===== config.mk =====
export PLATFORM = sky130hd
export DESIGN_NAME = pll_lock_seq
export DESIGN_NICKNAME = d
export VERILOG_FILES = /design/src/rtl/pll_lock_seq.sv
export SDC_FILE = /design/constraint.sdc
export NUM_CORES = 1
export LEC_CHECK = 0
export BUFFER_PORTS_ARGS = -buffer_cell sky130_fd_sc_hd__buf_2
export CORE_UTILIZATION = 39
export CTS_CLUSTER_DIAMETER = 50
export DETAILED_ROUTE_END_ITERATION = 10
export GPL_ROUTABILITY_DRIVEN = 0
export GPL_TIMING_DRIVEN = 0
export PLACE_DENSITY_LB_ADDON = 0.2
export SLEW_MARGIN = 10
export SYNTH_ARGS = -nofsm -noshare
export SYNTH_HDL_FRONTEND = slang
export SYNTH_SLANG_ARGS = --single-unit

===== constraint.sdc =====
create_clock -name clk_100MHz_i -period 2.3 [get_ports clk_100MHz_i]
set_clock_uncertainty 0.15 [all_clocks]
set_input_delay 0.345 -clock clk_100MHz_i [delete_from_list [all_inputs] [get_ports clk_100MHz_i]]
set_output_delay 0.345 -clock clk_100MHz_i [all_outputs]
set_load 0.02 [all_outputs]

===== src/rtl/pll_lock_seq.sv =====
// Lock-qualified reset sequencer: synchronises PLL LOCKED, qualifies it over a
// stable window and holds the downstream counters in reset otherwise.
// Optional lock-loss counter enabled by defining PLL_LOCK_SEQ_LOSS_CNT_EN.
module pll_lock_seq #(
  parameter int unsigned STABLE_CYCLES = 1024,
  parameter int unsigned HOLD_CYCLES   = 16,
  parameter int unsigned LOSS_W        = 8
) (
  input  logic              clk_100MHz_i,
  input  logic              rst_i,
  input  logic              lock_i,
  input  logic              en_i,
  input  logic              clr_i,
  output logic              cnt_rst_o,
  output logic              cnt_en_o,
  output logic              lock_sync_o,
  output logic [1:0]        state_o,
  output logic [LOSS_W-1:0] loss_cnt_o
);

  localparam int unsigned STAB_W = $clog2(STABLE_CYCLES) + 1;
  localparam int unsigned HOLD_W = $clog2(HOLD_CYCLES) + 1;
  localparam logic [STAB_W-1:0] STAB_LAST = STAB_W'(STABLE_CYCLES - 1);
  localparam logic [HOLD_W-1:0] HOLD_LAST = HOLD_W'(HOLD_CYCLES - 1);

  typedef enum logic [1:0] {
    ST_WAIT_LOCK = 2'd0,
    ST_STABLE    = 2'd1,
    ST_RUN       = 2'd2,
    ST_LOST      = 2'd3
  } state_t;

  logic              r_sync1;
  logic              r_lock_sync;
  state_t            r_state;
  state_t            w_state_nxt;
  logic [STAB_W-1:0] r_stab_cnt;
  logic [STAB_W-1:0] w_stab_nxt;
  logic [HOLD_W-1:0] r_hold_cnt;
  logic [HOLD_W-1:0] w_hold_nxt;
  logic              r_cnt_rst;
  logic              r_cnt_en;
  logic              w_cnt_rst_nxt;
  logic              w_cnt_en_nxt;

  // Two-flop synchroniser for the asynchronous LOCKED flag
  always_ff @(posedge clk_100MHz_i) begin
    if (rst_i) begin
      r_sync1     <= 1'b0;
      r_lock_sync <= 1'b0;
    end else begin
      r_sync1     <= lock_i;
      r_lock_sync <= r_sync1;
    end
  end

  // State and qualification/hold counters
  always_ff @(posedge clk_100MHz_i) begin
    if (rst_i) begin
      r_state    <= ST_WAIT_LOCK;
      r_stab_cnt <= '0;
      r_hold_cnt <= '0;
    end else begin
      r_state    <= w_state_nxt;
      r_stab_cnt <= w_stab_nxt;
      r_hold_cnt <= w_hold_nxt;
    end
  end

  // Next-state logic; counters are cleared on entry to their state
  always_comb begin
    w_state_nxt = r_state;
    w_stab_nxt  = r_stab_cnt;
    w_hold_nxt  = r_hold_cnt;
    case (r_state)
      ST_WAIT_LOCK: begin
        if (r_lock_sync) begin
          w_state_nxt = ST_STABLE;
          w_stab_nxt  = '0;
        end
      end
      ST_STABLE: begin
        if (!r_lock_sync) begin
          w_state_nxt = ST_WAIT_LOCK;
        end else if (r_stab_cnt == STAB_LAST) begin
          w_state_nxt = ST_RUN;
        end else begin
          w_stab_nxt = r_stab_cnt + STAB_W'(1);
        end
      end
      ST_RUN: begin
        if (!r_lock_sync || clr_i) begin
          w_state_nxt = ST_LOST;
          w_hold_nxt  = '0;
        end
      end
      ST_LOST: begin
        if (r_hold_cnt == HOLD_LAST) begin
          w_state_nxt = ST_WAIT_LOCK;
        end else begin
          w_hold_nxt = r_hold_cnt + HOLD_W'(1);
        end
      end
      default: w_state_nxt = ST_WAIT_LOCK;
    endcase
  end

  // Outputs decoded from the next state so they change with the state register
  always_comb begin
    w_cnt_rst_nxt = 1'b1;
    w_cnt_en_nxt  = 1'b0;
    if (w_state_nxt == ST_RUN) begin
      w_cnt_rst_nxt = 1'b0;
      w_cnt_en_nxt  = en_i;
    end
  end

  always_ff @(posedge clk_100MHz_i) begin
    if (rst_i) begin
      r_cnt_rst <= 1'b1;
      r_cnt_en  <= 1'b0;
    end else begin
      r_cnt_rst <= w_cnt_rst_nxt;
      r_cnt_en  <= w_cnt_en_nxt;
    end
  end

`ifdef PLL_LOCK_SEQ_LOSS_CNT_EN
  logic [LOSS_W-1:0] r_loss_cnt;
  logic              w_loss_evt;

  // A lock drop in RUN counts as a loss even when clr_i coincides
  assign w_loss_evt = (r_state == ST_RUN) && !r_lock_sync;

  always_ff @(posedge clk_100MHz_i) begin
    if (rst_i) begin
      r_loss_cnt <= '0;
    end else if (w_loss_evt && (r_loss_cnt != '1)) begin
      r_loss_cnt <= r_loss_cnt + LOSS_W'(1);
    end
  end

  assign loss_cnt_o = r_loss_cnt;
`else
  assign loss_cnt_o = '0;
`endif

  assign cnt_rst_o   = r_cnt_rst;
  assign cnt_en_o    = r_cnt_en;
  assign lock_sync_o = r_lock_sync;
  assign state_o     = r_state;

endmodule


### Word level (Yosys, flattened, before mapping)

Cells that the tools add are included.

* add/sub/neg operators: 2
* equal/unequal tests: 11
* mux-type cells: 14
* bitwise gates (word level): 1
* reduce and logical (&&, ||, !) cells: 8

Operator list (number)
* $mux 11: 3
* $pmux 11 s2: 1
* $add 11x1->11 const B: 1
* $eq 11x10->1 const B: 1
* $mux 2: 5
* $mux 5: 2
* $ne 2x2->1 const B: 5
* $pmux 5 s2: 1
* $pmux 2 s4: 1
* $eq 2x2->1 const B: 3
* $add 5x1->5 const B: 1
* $eq 5x4->1 const B: 1
* $reduce_and 4->1: 1
* $reduce_bool 2->1: 2
* $reduce_and 3->1: 1
* $eq 2x1->1 const B: 1
* $logic_not 2->1: 1
* $reduce_or 2->1: 1
* $logic_not 1->1: 1
* $logic_or 1x1->1: 1
* $mux 1: 1
* $not 1->1: 1

* bits in registers: 22
* input bits: 5
* word-level logic and storage cells: 43

### Logic depth before layout (Yosys ltp)

* depth in word-level cells: 7
* depth in mapped cells: 7
* mapped depth without buffers: 7

### Worst setup path before layout

Ideal clock, no wire load.

* kind: reg2reg
* start point: register r_hold_cnt[0]
* end point: register r_cnt_en, in the netlist cnt_en_o
* data arrival time: 1.774 ns
* required time: 2.090 ns
* setup slack: 0.316 ns
* stages on the path, launching flop included: 8
* cells stage by stage: dfxtp_1 ha_1 and3_1 ha_1 a21boi_0 or2b_2 o41ai_4 and3_1

* cells in the longest elaborated chain, start to end: 6

Ends and longest elaborated chain
* start: declaration: RTL line 39 `logic [HOLD_W-1:0] r_hold_cnt;`
* start signal: assignment: RTL line 66 `r_hold_cnt <= w_hold_nxt;`
* $eq 5x4->1: RTL line 98 `if (r_hold_cnt == HOLD_LAST) begin`
* $mux 2: RTL line 98
* $pmux 2 s4: RTL line 75 `case (r_state)`
* $eq 2x2->1: RTL line 112 `if (w_state_nxt == ST_RUN) begin`
* $not 1->1 (no source line)
* $reduce_or 2->1 (no source line)
* end signal: assignment: RTL line 124 `r_cnt_en <= w_cnt_en_nxt;`
* end: declaration: RTL line 42 `logic r_cnt_en;`

No other way between the ends.
A chain may end at the register's enable or synchronous reset.

### Final worst setup path

Ends and elaborated chain as after synthesis.

==> impl_metrics.json <==
{
  "diodes": 0,
  "clock.fmax_mhz": 477.0,
  "overflow": 0,
  "dieHeight_um": 56.65,
  "cellLeakagePower_uw": 0.0005283,
  "cp-startpoint": "r_hold_cnt[0]",
  "grt_max_degree": 14,
  "avgViaCountPerCell": 5.299,
  "ant_nets": 0,
  "r2r_slack_ns": 0.20,
  "slew_violations": 0,
  "netlist_top_cells_count": "22 x dfxtp_1, 13 x a21oi_1, 8 x buf_4",
  "worst_pin_slew_ns": 0.5250,
  "yosys.cell_count.top_type": "dfxtp_1",
  "hold_path_class": "primary input to register",
  "cts_buffers": 3,
  "cts-root-buf": "clkbuf_4",
  "yosys.area.top_type_share_pct": 37.81,
  "synth-edff-count": 0,
  "grt_pass1_vias": 856,
  "grtUsageTotal_pct": 14.86,
  "num-fill-cells": 277,
  "clockBufferDepth": 2,
  "relSlewSlack_pct": 64.70,
  "worst-path-buf-inv": 0,
  "finalHoldViolations": 0,
  "vias": 938,
  "drive_above_1_share_pct": 23.97,
  "fin_setup_tns_ns": 0,
  "hold_ws_ns": 0.08584,
  "pin_count": 18,
  "synth_area_um2": 1165,
  "cp_slowest_cell": "dfxtp_1",
  "synth_cell_types": 43,
  "status": "finished, final reports clean",
  "fin_crit_ns": 2.096,
  "crit_family": "simple AND/OR/NAND/NOR gates",
  "r2r_start": "r_hold_cnt[0]",
  "final.period_utilization_pct": 91.15,
  "critPathMaxStageDelay_ns": 0.35,
  "crit_fanout": 5,
  "power_density_nw_per_um2": 554.3,
  "required_ns": 2.42,
  "async_flop_share_pct": 0,
  "synth_top_flop_cell": "dfxtp_1",
  "rsz0062_at_grt": "false",
  "yosysSeqAreaShare_pct": 37.81,
  "worst_r2r_path_depth": 7,
  "finalPower_uw": 735.9,
  "drc": 0,
  "avgSynthCellArea_um2": 9.245,
  "end_kind": "register",
  "syn2layout_area_growth_pct": 13.96,
  "dp_hpwl_um": 1666,
  "arrival_ns": 2.22,
  "core_area_um2": 2781,
  "dr.pass1.iters": 4,
  "io_buffer_count": 9,
  "die-width_um": 56.65,
  "cts_num_sinks": 22,
  "path_clk_slew_ns": 0.13,
  "crit_path_start_kind": "register",
  "path_cells": "ha_1 > and3_1 > ha_1 > a21boi_1 > or2b_2 > o41ai_4 > and3_1",
  "reg2reg_to": "cnt_en_o",
  "ir_worst_vdd_mv": 0.6350,
  "crit_type": "register to register",
  "tritoncts": "done",
  "placed_area_um2": 1275,
  "yosys_warnings": 0,
  "htreeDepth": 1,
  "fin_nets": 155,
  "insertion_delay_ns": 0.32,
  "start_util_pct": 41.88,
  "cp.depth": 7,
  "yosys.area.top_type": "dfxtp_1",
  "cap_violations": 0,
  "die_area_um2": 3209,
  "final_area_um2": 1328,
  "routed_wl_um": 2136,
  "synth_cells": 126,
  "ys_top_cells_by_area": "dfxtp_1 38%, a21oi_1 5.6%, buf_4 5.2%",
  "ys_ff_latch": 22,
  "drt_iter0_markers": 34,
  "antenna_found_initial": 0,
  "endpoint": "cnt_en_o",
  "grt_pass1_wl_um": 3712,
  "wl_per_cell_um": 12.07,
  "rows": 19,
  "finalSetupViolations": 0
}
==> cells by family after synthesis <==
family          Yosys count  share of synthesized area, %
buf+inv                  18                         10.20
mux                       1                         1.933
simple gates             50                         27.82
compound gates           30                         17.94
other cells               1                        0.3219
xor+xnor                  1                        0.7520
fa+ha+maj                 3                         3.223
flops                    22                         37.81
==> power breakdown <==
group	total, uW	internal [uW]	switching (uW)
Clock	298	176	122
Combinational	52.9	20.6	32.4
Sequential	385	383	1.67
Total	736	580	156
==> sequential cells by signal (all words and copies together) (netlist names) <==
signal	count
lock_sync_o	1
r_stab_cnt	11
r_sync1	1
state_o	2
cnt_en_o	1
r_hold_cnt	5
cnt_rst_o	1
==> per-stage QoR <==
step                      setup slack (ns)  std cells  util, %
after detailed placement            0.1159        173    45.84
after floorplan                     0.3161        133        -
after global placement              0.1509        173    45.84
final                               0.2036        177    47.73
after CTS                          0.09514        177    47.73
after global routing                0.1005        177    47.73
==> layout make-up <==
type                       instances  area [um^2]  area share [%]
inverter                           6        22.52           1.697
tap                               31        38.79           2.922
clock inverter                     1        30.03           2.262
timing repair buffer               9        45.04           3.393
clock buffer                       3        22.52           1.697
multi-input combinational         93        631.9           47.60
sequential                        22        440.4           33.18
buffer                            12        96.34           7.257
==> routing by layer <==
| layer | vias up | global-route usage (%) | wire, um | part of all wire, % |
|---|---|---|---|---|
| li1 | 490 | - | - | - |
| met1 | 427 | 18.83 | 1048 | 49 |
| met2 | 17 | 23.19 | 984 | 46 |
| met3 | 4 | 4.839 | 83 | 3.9 |
| met4 | 0 | 5.923 | 20 | 0.94 |
| met5 | - | 0 | 0 | 0 |
==> how the worst min path moves through the flow <==
stage / from / to / slack, ns / cells after the start
3_3_place_gp: r_sync1 / lock_sync_o / 0.28 / 1
3_5_place_dp: r_sync1 / lock_sync_o / 0.28 / 1
4_1_cts: lock_i / r_sync1 / 0.08 / 2
2_1_floorplan: r_sync1 / lock_sync_o / 0.26 / 1
6_report: lock_i / r_sync1 / 0.09 / 2
5_1_grt: en_i / cnt_en_o / 0.09 / 2
==> repair_timing <==
action | CTS | global route
buffers inserted | 0 | 0
endpoints found under the setup margin | 0 | 4
resized for setup | 0 | 1
hold buffers | 0 | 0
==> layout by cell type, fill, tap and decap left out, types with 3 or more instances in the layout <==
master	n
buf_4	8
clkbuf_4	3
a21oi_1	13
conb_1	8
o21ai_0	3
inv_1	6
nand2_1	7
buf_2	10
o31ai_1	5
nor2_1	5
dfxtp_1	22
nand4_1	5
ha_1	3
or3_1	3
and3_1	5
No activity file was read; power rests on OpenSTA's default activity.
